[src/rtl/if_fetch_unit.sv]
// rtl/if_fetch_unit.sv - instruction fetch PC stage with credit-limited fetch buffer and redirect squash
module if_fetch_unit #(
    parameter logic [31:0] RESET_PC   = 32'h0000_0000,
    parameter int          FIFO_DEPTH = 2
) (
    input  logic        clk,
    input  logic        rst,
    input  logic        JTYPE_FLUSH,
    input  logic [31:0] JTYPE_REAL_ADDR,
    output logic        imem_req_vld,
    input  logic        imem_req_rdy,
    output logic [31:0] imem_req_addr,
    input  logic        imem_rsp_vld,
    input  logic [31:0] imem_rsp_data,
    output logic        if_vld,
    input  logic        id_rdy,
    output logic [31:0] ifPC,
    output logic [31:0] ifInst
);

    localparam int AW = $clog2(FIFO_DEPTH);
    localparam int CW = AW + 1;
    localparam logic [AW:0]   PTR_ONE = (AW + 1)'(1);
    localparam logic [CW-1:0] CNT_ONE = CW'(1);
    localparam logic [CW:0]   DEPTH_W = (CW + 1)'(FIFO_DEPTH);

    logic [31:0]   pc_q, pc_d;
    logic [CW-1:0] out_q, out_d;
    logic [CW-1:0] drop_q, drop_d;

    // PC-tag queue: one entry per outstanding fetch, including ones that will be dropped
    logic [31:0]   tag_mem_q [FIFO_DEPTH];
    logic [31:0]   tag_mem_d [FIFO_DEPTH];
    logic [AW:0]   tag_wr_q, tag_wr_d;
    logic [AW:0]   tag_rd_q, tag_rd_d;

    // Fetch buffer: {pc, instruction} pairs waiting for decode
    logic [31:0]   buf_pc_q   [FIFO_DEPTH];
    logic [31:0]   buf_pc_d   [FIFO_DEPTH];
    logic [31:0]   buf_inst_q [FIFO_DEPTH];
    logic [31:0]   buf_inst_d [FIFO_DEPTH];
    logic [AW:0]   buf_wr_q, buf_wr_d;
    logic [AW:0]   buf_rd_q, buf_rd_d;

    logic [CW-1:0] buf_cnt;
    logic [CW:0]   credit_sum;
    logic          accept;
    logic [31:0]   head_pc;
    logic [31:0]   head_inst;

    // Handshake decode and credit check; outstanding fetches plus buffered words never exceed the buffer size
    always_comb begin
        buf_cnt      = buf_wr_q - buf_rd_q;
        credit_sum   = {1'b0, out_q} + {1'b0, buf_cnt};
        imem_req_vld = !rst && !JTYPE_FLUSH && (credit_sum < DEPTH_W);
        imem_req_addr = pc_q;
        accept       = imem_req_vld && imem_req_rdy;
        if_vld       = (buf_cnt != '0);
        head_pc      = buf_pc_q[buf_rd_q[AW-1:0]];
        head_inst    = buf_inst_q[buf_rd_q[AW-1:0]];
        ifPC         = if_vld ? head_pc : 32'h0;
        ifInst       = if_vld ? head_inst : 32'h0;
    end

    // Next-state: request issue, response routing (drop or buffer), decode pop and redirect squash
    always_comb begin
        pc_d       = pc_q;
        out_d      = out_q;
        drop_d     = drop_q;
        tag_mem_d  = tag_mem_q;
        tag_wr_d   = tag_wr_q;
        tag_rd_d   = tag_rd_q;
        buf_pc_d   = buf_pc_q;
        buf_inst_d = buf_inst_q;
        buf_wr_d   = buf_wr_q;
        buf_rd_d   = buf_rd_q;

        if (accept) begin
            tag_mem_d[tag_wr_q[AW-1:0]] = pc_q;
            tag_wr_d = tag_wr_q + PTR_ONE;
            pc_d     = pc_q + 32'd4;
        end

        // Every response retires one tag, whether it is kept or dropped
        if (imem_rsp_vld) begin
            tag_rd_d = tag_rd_q + PTR_ONE;
        end
        out_d = out_q + CW'(accept) - CW'(imem_rsp_vld);

        if (JTYPE_FLUSH) begin
            // Redirect wins over push and pop; in-flight fetches become drops
            pc_d     = JTYPE_REAL_ADDR & ~32'h3;
            drop_d   = out_q - CW'(imem_rsp_vld);
            buf_wr_d = '0;
            buf_rd_d = '0;
        end else begin
            if (imem_rsp_vld) begin
                if (drop_q != '0) begin
                    drop_d = drop_q - CNT_ONE;
                end else begin
                    buf_pc_d[buf_wr_q[AW-1:0]]   = tag_mem_q[tag_rd_q[AW-1:0]];
                    buf_inst_d[buf_wr_q[AW-1:0]] = imem_rsp_data;
                    buf_wr_d = buf_wr_q + PTR_ONE;
                end
            end
            if (if_vld && id_rdy) begin
                buf_rd_d = buf_rd_q + PTR_ONE;
            end
        end
    end

    // State registers with synchronous reset
    always_ff @(posedge clk) begin
        if (rst) begin
            pc_q     <= RESET_PC;
            out_q    <= '0;
            drop_q   <= '0;
            tag_wr_q <= '0;
            tag_rd_q <= '0;
            buf_wr_q <= '0;
            buf_rd_q <= '0;
            for (int i = 0; i < FIFO_DEPTH; i++) begin
                tag_mem_q[i]  <= '0;
                buf_pc_q[i]   <= '0;
                buf_inst_q[i] <= '0;
            end
        end else begin
            pc_q       <= pc_d;
            out_q      <= out_d;
            drop_q     <= drop_d;
            tag_mem_q  <= tag_mem_d;
            tag_wr_q   <= tag_wr_d;
            tag_rd_q   <= tag_rd_d;
            buf_pc_q   <= buf_pc_d;
            buf_inst_q <= buf_inst_d;
            buf_wr_q   <= buf_wr_d;
            buf_rd_q   <= buf_rd_d;
        end
    end

endmodule
[config.mk]
export PLATFORM = sky130hd
export DESIGN_NAME = if_fetch_unit
export DESIGN_NICKNAME = d
export VERILOG_FILES = /design/src/rtl/if_fetch_unit.sv
export SDC_FILE = /design/constraint.sdc
export NUM_CORES = 1
export LEC_CHECK = 0
export BUFFER_PORTS_ARGS = -buffer_cell sky130_fd_sc_hd__buf_2
export CORE_UTILIZATION = 61
export DETAILED_ROUTE_END_ITERATION = 12
export GPL_TIMING_DRIVEN = 1
export HOLD_SLACK_MARGIN = 0.15
export PLACE_DENSITY = 0.95
export SLEW_MARGIN = 10
export SYNTH_ARGS = -nofsm -noshare
export SYNTH_HDL_FRONTEND = slang
export SYNTH_SLANG_ARGS = --single-unit
[constraint.sdc]
create_clock -name clk -period 8.08 [get_ports clk]
set_input_delay 0.404 -clock clk [delete_from_list [all_inputs] [get_ports clk]]
set_output_delay 0.404 -clock clk [all_outputs]
set_load 0.02 [all_outputs]
==> results of run 1 <==
[cell usage after synthesis (all sizes together) (7+ instances only)]
cell type,instances
a211oi,72
a21oi,132
nand3,18
or3,8
mux2i,92
a311oi,10
dfxtp,224
o21ai,7
nor2,155
nand4,12
nor3,10
inv,15
nand2,269
xnor2,11
nor4,11
clkbuf,93
buf,13
[critical path, stage by stage, from the launching register on]
cell	delay [ns]
dfxtp_1	0.38
inv_1	0.09
ha_1	0.37
nand2b_1	0.18
fa_1	0.56
nand3_1	0.58
nor2_1	0.63
inv_2	0.14
ha_1	0.30
inv_1	0.04
ha_1	0.27
nor2b_1	0.13
[flip-flops by register name, indices dropped and copies added (netlist names)]
| register | flops |
|---|---|
| imem_req_addr | 30 |
| drop_q | 2 |
| buf_wr_q | 2 |
| tag_mem_q | 60 |
| tag_rd_q | 1 |
| buf_pc_q | 60 |
| tag_wr_q | 1 |
| out_q | 2 |
| buf_rd_q | 2 |
| buf_inst_q | 64 |
[cells by family after synthesis]
logic type | after synthesis | synth area share
adders and majority gates | 7 | 0.00968
xor gates and xnor gates | 17 | 0.0166
DFF | 224 | 0.456
AOI/OAI and AO/OA | 247 | 0.156
buffers and inverters | 122 | 0.0490
and+or+nand+nor | 510 | 0.218
muxes | 92 | 0.0937
other | 1 | 0.000382
[worst max-delay path by stage]
stage,startpoint,to,depth (start not counted)
floorplan,buf_wr_q[0],imem_req_addr[23],9
detailed placement,buf_wr_q[0],imem_req_addr[23],8
CTS,buf_wr_q[0],imem_req_addr[23],8
global route,buf_wr_q[0],out_q[0],11
global placement,buf_wr_q[0],imem_req_addr[23],8
finish,buf_wr_q[0],out_q[0],11
[final cells by class]
class | count | area [um^2]
diodes | 1 | 2.50
clock buffers | 32 | 669
clock inverters | 10 | 81.3
fillers | 1054 | 4130
inverters | 16 | 60.1
multi-input cells | 877 | 4890
flip-flops and latches | 224 | 4490
well taps | 216 | 270
repair buffers | 206 | 1230
[metrics by stage]
stage               cells  hold slack [ns]  worst slack (ns)
floorplan            1223            0.436              5.08
global placement     1506            0.441              4.45
detailed placement   1506            0.446              4.37
CTS                  1581            0.151              4.34
finish               1582            0.158              4.26
global route         1581            0.161              4.01
[power groups by stage]
stage	Combinational [uW]	Clock, uW	Sequential [uW]
floorplan	194	0	1210
global placement	266	0	1210
detailed placement	275	0	1220
CTS	294	1050	1190
global route	325	1110	1200
finish	301	1050	1200
[per-layer routing]
| metal | global-route usage | part of all wire |
|---|---|---|
| met4 | 0.119 | 0.021 |
| met1 | 0.407 | 0.41 |
| met2 | 0.518 | 0.48 |
| met5 | 0 | 0 |
| met3 | 0.0603 | 0.087 |
==> results.sh, run 1 <==
export IMPL_outcome="finished, final reports clean"
export IMPL_layout_commonest_cell="nand2_1"
export IMPL_clock_sinks=224
export IMPL_synth_seq_area_share=0.456
export IMPL_cts_tree="done"
export IMPL_core_mm2=0.0158
export IMPL_fp_dieW_um=129
export IMPL_p_seq_frac=0.470
export IMPL_antenna_found_initial=0
export IMPL_num_rows=46
export IMPL_combPwrFrac=0.118
export IMPL_port_buffers=161
export IMPL_finalHoldViolations=0
export IMPL_routed_via_count=9486
export IMPL_swShare=0.266
export IMPL_r2r_start="buf_wr_q[0]"
export IMPL_routedWlPerCell_um=17.0
export IMPL_power_clock_fraction=0.412
export IMPL_power_total_uw=2550
export IMPL_final_cell_mix="nand2_1, dfxtp_1, buf_2, nor2_1, a21oi_1"
export IMPL_synthTopCellsByArea="dfxtp_1, nand2_1, mux2i_1"
export IMPL_leakagePower_uw=0.00416
export IMPL_slew_headroom=0.221
export IMPL_grt_overflow=0
export IMPL_ys_ff_latch=224
export IMPL_dieArea_mm2=0.0166
export IMPL_dpl_cell_area_mm2=0.0106
export IMPL_final_nets=1425
export IMPL_io_pin_count=168
export IMPL_period_share=0.473
export IMPL_rsz0062_at_grt="false"
export IMPL_ys_types=56
export IMPL_timing_hold_worst_class="in -> reg"
export IMPL_switchingPower_uw=677
export IMPL_setup_violations=0
export IMPL_ys_async_sr_fraction=0
export IMPL_yosys_area_top_type="dfxtp_1"
export IMPL_dp_hpwl_um=15300
export IMPL_postCtsSetupBuffers=0
export IMPL_cts_buffers=23
export IMPL_routed_via_density=6.00
export IMPL_ctsResizeCount=0
export IMPL_drive_gt1_frac=0.167
export IMPL_fmax_mhz=262
export IMPL_ff2ff_path_depth=11
export IMPL_hold_end="buf_inst_q[43]"
export IMPL_grt_usage=0.314
export IMPL_avgSynthCellArea_um2=8.05
export IMPL_reg2reg_to="out_q[0]"
export IMPL_final_setup_skew_ns=0.00975
export IMPL_hold_start="imem_rsp_data[11]"
export IMPL_clock_insertion_delay_worst_skew_ns=0.51
export IMPL_antenna_left=0
export IMPL_crit_path_start_kind="flop"
export IMPL_place_congestion=0.929
export IMPL_area_growth_pct=19.0
export IMPL_p_int_uw=1870
export IMPL_routed_wirelength_um=26900
export IMPL_worstMarginPinSlew_ns=1.17
export IMPL_postSynthCellCount=1220
export IMPL_grt_max_degree=122
export IMPL_grt_pass1_wl_um=42300
export IMPL_powerDensity_mw_per_mm2=218
export IMPL_cts_hold_fix_buffers=33
export IMPL_first_global_vias=8682
export IMPL_yosysTopAreaCellShare=0.456
export IMPL_route_detailed_drc=0
export IMPL_crit_arrival_ns=4.18
export IMPL_synth_edf_count=0
export IMPL_final_area_mm2=0.0117
export IMPL_drt_iter0_drc=783
export IMPL_cts_root_buf="clkbuf_16"
export IMPL_cp_required_ns=8.44
export IMPL_ys_flop_type="dfxtp_1"
export IMPL_holdPathStages=3
export IMPL_ys_warn_count=0
export IMPL_cp_max_fo=19
export IMPL_netlist_area_mm2=0.00983
export IMPL_finalSetupTns_ns=0
export IMPL_rrSetupSlack_ns=4.26
export IMPL_die_h_um=129
export IMPL_fin_crit_ns=3.82
export IMPL_clk_pin_slew_ns=0.06
export IMPL_slew_violations=0
export IMPL_ir_worst_vdd_mv=0.147
export IMPL_start_util=0.621
export IMPL_clockBufferDepth=3
export IMPL_htreeDepth=1
export IMPL_maxCapViolCount=0
export IMPL_end_kind="flop"
export IMPL_post_route_util=0.739
export IMPL_crit_type="reg -> reg"
export IMPL_dr_pass1_iters=5
No activity file was read; power rests on OpenSTA's default activity.
==> inputs of run 2 (changes only) <==
CORE_UTILIZATION = 51   (was 61)
PLACE_DENSITY = 0.87   (was 0.95)
clock period = 3.2 ns   (was 8.08 ns; I/O delays follow)
==> run 2 against run 1 <==
Die area rose by 19%. Cell count rose by 3.9%. Clock power rose to 2.5 times the previous value. Flip-flop and latch count did not move. Wire length fell by 2.7%. Worst setup slack got worse by 4.1 ns. Sequential share of layout area fell by 1.6 points. Non-clock buffer count rose by 46. Hold slack improved by 0.095 ns. First-iteration DRC count fell by 12%. Clock-buffer cell count rose by 5. Global-route usage fell by 5.4 points. Highest routed layer unchanged.
==> results.sh, run 2 (synthesis results as in run 1) <==
export IMPL_htreeDepth=1
export IMPL_outcome="finished, final reports clean"
export IMPL_crit_arrival_ns=3.48
export IMPL_clock_insertion_delay_worst_skew_ns=0.51
export IMPL_setup_violations=0
export IMPL_cts_buffers=24
export IMPL_n_antenna_cell=0
export IMPL_finalSetupTns_ns=0
export IMPL_routed_wirelength_um=26100
export IMPL_cp_required_ns=3.61
export IMPL_period_share=0.962
export IMPL_crit_type="reg -> reg"
export IMPL_fin_crit_ns=3.08
export IMPL_route_detailed_drc=0
export IMPL_final_area_mm2=0.0122
export IMPL_cts_tree="done"
export IMPL_maxCapViolCount=0
export IMPL_final_setup_skew_ns=0.00704
export IMPL_largest_register_ff_count=64
export IMPL_grt_max_degree=107
export IMPL_grt_pass1_wl_um=42500
export IMPL_end_kind="flop"
export IMPL_drt_iter0_drc=691
export IMPL_dpl_cell_area_mm2=0.0108
export IMPL_fmax_mhz=325
export IMPL_final_setup_worst_slack_ns=0.122
export IMPL_final_nets=1472
export IMPL_whs_ns=0.252
export IMPL_crit_path_start_kind="flop"
export IMPL_slew_violations=0
export IMPL_power_total_uw=6470
export IMPL_clock_sinks=224
export IMPL_num_rows=50
export IMPL_dr_pass1_iters=5
export IMPL_die_h_um=141
export IMPL_biggestRegsByFlops="buf_inst_q x64, buf_pc_q x60, tag_mem_q x60"
export IMPL_port_buffers=161
export IMPL_finalHoldViolations=0
export IMPL_antenna_left=0
export IMPL_first_global_vias=8705
export IMPL_fp_dieW_um=141
export IMPL_dp_slack_ns=0.0492
export IMPL_dp_hpwl_um=15200
export IMPL_grt_usage=0.260
export IMPL_antenna_found_initial=0
export IMPL_top_register="buf_inst_q"
export IMPL_start_util=0.524
export IMPL_ir_worst_vdd_mv=0.398
export IMPL_routed_via_density=5.65
export IMPL_layout_commonest_cell="nand2_1"
export IMPL_clockBufferDepth=3
export IMPL_worstMarginPinSlew_ns=1.09
export IMPL_cp_max_fo=8
export IMPL_area_growth_pct=24.2
export IMPL_powerDensity_mw_per_mm2=530
export IMPL_cts_root_buf="clkbuf_16"
export IMPL_dieArea_mm2=0.0198
export IMPL_final_cell_mix="nand2_1, dfxtp_1, buf_2, nor2_1, a21oi_1"
export IMPL_drive_gt1_frac=0.171
export IMPL_leakagePower_uw=0.00437
export IMPL_slew_headroom=0.272
export IMPL_clk_pin_slew_ns=0.06
export IMPL_core_mm2=0.0188
export IMPL_place_congestion=0.902
export IMPL_timing_hold_worst_class="in -> reg"
export IMPL_routedWlPerCell_um=15.9
export IMPL_grt_overflow=0
export IMPL_io_pin_count=168
export IMPL_routed_via_count=9287
## run 2: area by class of cell
cell class | instances | area [um^2]
fillers | 1439 | 6560
multi-input cells | 877 | 4910
flip-flops and latches | 224 | 4490
repair buffers | 252 | 1700
clock buffers | 37 | 731
well taps | 234 | 293
inverters | 16 | 60.1
clock inverters | 4 | 30.0
## run 2: final timing paths
path         depth (start not counted)                 to     startpoint  slack, ns
min reg2reg                          2      tag_mem_q[53]  tag_mem_q[53]       0.45
max reg2reg                          8  imem_req_addr[23]    buf_wr_q[0]       0.12
max                                  8  imem_req_addr[23]    buf_wr_q[0]       0.12
min                                  5  imem_req_addr[16]   imem_req_rdy       0.25
## run 2: per-layer routing
metal | track usage | part of all wire
met1 | 0.340 | 0.43
met2 | 0.433 | 0.47
met3 | 0.0455 | 0.078
met4 | 0.0875 | 0.025
met5 | 0 | 0
## run 2: through the flow
step	utilization	cells
after floorplan	-	1223
after global placement	0.573	1536
after detailed placement	0.573	1536
after CTS	0.650	1644
after global routing	0.650	1644
final	0.650	1644
## run 2: where the power goes
| group | switching (uW) | internal, uW |
|---|---|---|
| logic | 482 | 316 |
| clock network | 1090 | 1570 |
| registers | 112 | 2910 |
| total | 1690 | 4790 |
## run 2: timing repair
item / in CTS / in global routing
setup endpoints to repair: 0 / 8
gates resized for setup: 0 / 5
buffers inserted: 0 / 0
hold buffers: 67 / 0
hold endpoints to repair: 109 / 0
## run 2: worst max-delay path, stage by stage (launching register included)
cell and delay [ns]:
dfxtp_1 0.37, inv_1 0.09, ha_1 0.34, nand2b_1 0.17, fa_2 0.57, nand3_2 0.13, or4_4 0.60, or4_1 0.43
a311oi_1 0.28
==> inputs of run 3 (changes only) <==
CELL_PAD_IN_SITES_DETAIL_PLACEMENT = 1   (was unset)
CELL_PAD_IN_SITES_GLOBAL_PLACEMENT = 1   (was unset)
CORE_UTILIZATION = 37   (was 51)
PLACE_DENSITY = 0.86   (was 0.87)
==> run 3 against run 2 <==
Via count rose by 2.5%. Critical path depth increased by 2. Register-to-register slack better by 0.02 ns. Maximum frequency is 0.52% higher. Clock-buffer cell count rose by 6. Non-clock buffer count increased by 6. First-iteration DRC count decreased by 26%. Utilization shrank 17 points. Sequential power is essentially flat. Sequential share of layout area decreased by 0.96 points. Global-route usage is 2.0 points lower. Critical path type unchanged. Highest routed layer unchanged.
==> results.sh, run 3 (synthesis results as in run 1) <==
export IMPL_fp_dieW_um=165
export IMPL_clock_insertion_delay_worst_skew_ns=0.53
export IMPL_switchingPower_uw=1810
export IMPL_final_cell_mix="nand2_1, dfxtp_1, buf_2, nor2_1, a21oi_1"
export IMPL_slew_violations=0
export IMPL_postCtsSetupBuffers=0
export IMPL_routedWlPerCell_um=18.9
export IMPL_timing_critical_path_from="buf_wr_q[0]"
export IMPL_ir_worst_vdd_mv=0.420
export IMPL_place_congestion=0.887
export IMPL_reg2reg_to="imem_req_addr[4]"
export IMPL_crit_path_start_kind="flop"
export IMPL_start_util=0.377
export IMPL_fmax_mhz=327
export IMPL_drive_gt1_frac=0.177
export IMPL_num_rows=59
export IMPL_slowest_stage="dlygate4sd3_1"
export IMPL_dr_pass1_iters=4
export IMPL_top_register="buf_inst_q"
export IMPL_grt_pass1_wl_um=51600
export IMPL_cp_required_ns=3.66
export IMPL_combPwrFrac=0.123
export IMPL_finalSetupTns_ns=0
export IMPL_routed_wirelength_um=33200
export IMPL_r2r_start="buf_wr_q[0]"
export IMPL_end_kind="flop"
export IMPL_maxCapViolCount=0
export IMPL_dp_hpwl_um=20000
export IMPL_timing_hold_worst_class="in -> reg"
export IMPL_cts_root_buf="clkbuf_16"
export IMPL_final_area_mm2=0.0125
export IMPL_p_int_uw=5060
export IMPL_port_buffers=161
export IMPL_worstMarginPinSlew_ns=1.16
export IMPL_layout_commonest_cell="nand2_1"
export IMPL_io_pin_count=168
export IMPL_htreeDepth=1
export IMPL_ff2ff_path_depth=10
export IMPL_cp_endpoint="imem_req_addr[4]"
export IMPL_crit_chain="inv_1 -> ha_4 -> xnor3_1 -> fa_1 -> and3_2 -> buf_4 -> nand2_1 -> xor2_1 -> a211oi_2 -> dlygate4sd3_1"
export IMPL_max_stage_delay_ns=0.58
export IMPL_powerDensity_mw_per_mm2=548
export IMPL_largest_register_ff_count=64
export IMPL_cp_max_fo=7
export IMPL_grt_max_degree=110
export IMPL_antenna_left=0
export IMPL_setup_violations=0
export IMPL_rrSetupSlack_ns=0.14
export IMPL_finalHoldViolations=0
export IMPL_nFillCells=3090
export IMPL_power_clock_fraction=0.436
export IMPL_route_detailed_drc=0
export IMPL_clk_pin_slew_ns=0.06
export IMPL_clockBufferDepth=3
export IMPL_dieArea_mm2=0.0272
export IMPL_routed_via_count=9518
export IMPL_slew_headroom=0.229
export IMPL_dpl_cell_area_mm2=0.0109
export IMPL_rsz0062_at_grt="false"
export IMPL_leakagePower_uw=0.00448
export IMPL_swShare=0.263
export IMPL_cts_buffers=26
export IMPL_cts_tree="done"
export IMPL_final_nets=1480
export IMPL_fin_crit_ns=3.06
export IMPL_routed_via_density=5.42
export IMPL_drt_iter0_drc=511
export IMPL_grt_usage=0.240
export IMPL_die_h_um=165
export IMPL_clock_sinks=224
export IMPL_area_growth_pct=27.6
export IMPL_crit_arrival_ns=3.52
export IMPL_first_global_vias=9933
export IMPL_crit_type="reg -> reg"
export IMPL_p_seq_frac=0.441
export IMPL_grt_overflow=0
export IMPL_biggestRegsByFlops="buf_inst_q x64, buf_pc_q x60, tag_mem_q x60"
export IMPL_final_setup_skew_ns=0.0135
export IMPL_antenna_found_initial=0
export IMPL_period_share=0.957
export IMPL_n_antenna_cell=0
export IMPL_outcome="finished, final reports clean"
export IMPL_core_mm2=0.0261
==> run 3: cell count changes in the layout (fill, tap and decap cells not counted), sizes merged <==
cell	before	now
inv	16	15
bufinv	0	1
clkinvlp	1	0
clkinv	3	4
buf	185	188
dlygate4sd3	67	70
clkbuf	37	43
==> run 3: layout make-up <==
type / count / area [um^2] / share of cell area
clock inverters: 4 / 48.8 / 0.00389
clock buffers: 43 / 826 / 0.0659
repair buffers: 258 / 1770 / 0.141
flip-flops and latches: 224 / 4490 / 0.358
inverters: 16 / 60.1 / 0.00479
well taps: 335 / 419 / 0.0334
multi-input cells: 877 / 4930 / 0.393
==> run 3: per-layer routing <==
| metal | global-route usage | vias up | part of all wire |
|---|---|---|---|
| met5 | 0 | - | 0 |
| met4 | 0.0755 | 0 | 0.022 |
| met3 | 0.0475 | 61 | 0.059 |
| met2 | 0.431 | 286 | 0.50 |
| met1 | 0.285 | 4618 | 0.42 |
| li1 | - | 4553 | - |
==> run 3: per-stage QoR <==
stage | utilization | setup WS [ns] | std cells | power (uW) | hold WS, ns
CTS | 0.480 | 0.0292 | 1757 | 6910 | 0.211
detailed placement | 0.419 | -0.00756 | 1640 | 3840 | 0.388
floorplan | - | 0.197 | 1223 | 3560 | 0.278
global placement | 0.419 | 0.116 | 1640 | 3810 | 0.384
finish | 0.481 | 0.138 | 1757 | 6870 | 0.237
global route | 0.481 | 0.0291 | 1757 | 7160 | 0.246
==> run 3: worst max-delay path: cells and delay by family (launching register included) <==
kind | cells | cell delay [ns]
buf+inv | 3 | 0.90
fa+ha+maj | 2 | 0.74
flops | 1 | 0.33
compound gates | 1 | 0.28
simple gates | 2 | 0.33
xor+xnor | 2 | 0.43
==> run 3: timing repair <==
| action | CTS | global route |
|---|---|---|
| resized for setup | 2 | 5 |
| hold endpoints to repair | 102 | 0 |
| hold buffers | 70 | 0 |
| setup endpoints to repair | 1 | 11 |
==> run 3: power by group through the flow <==
stage	logic, uW	clock network (uW)	registers [uW]
6_report	847	2990	3030
3_5_place_dp	754	0	3090
5_1_grt	922	3190	3040
4_1_cts	831	3050	3030
2_1_floorplan	489	0	3070
3_3_place_gp	730	0	3080
==> run 3: worst min-delay path by stage <==
stage                         from                end  slack [ns]  cells past startpoint
2_1_floorplan  JTYPE_REAL_ADDR[25]  imem_req_addr[25]        0.28                      1
3_3_place_gp   JTYPE_REAL_ADDR[25]  imem_req_addr[25]        0.38                      2
3_5_place_dp   JTYPE_REAL_ADDR[25]  imem_req_addr[25]        0.39                      2
4_1_cts                JTYPE_FLUSH  imem_req_addr[18]        0.21                      3
5_1_grt                JTYPE_FLUSH  imem_req_addr[18]        0.25                      3
6_report               JTYPE_FLUSH  imem_req_addr[18]        0.24                      3
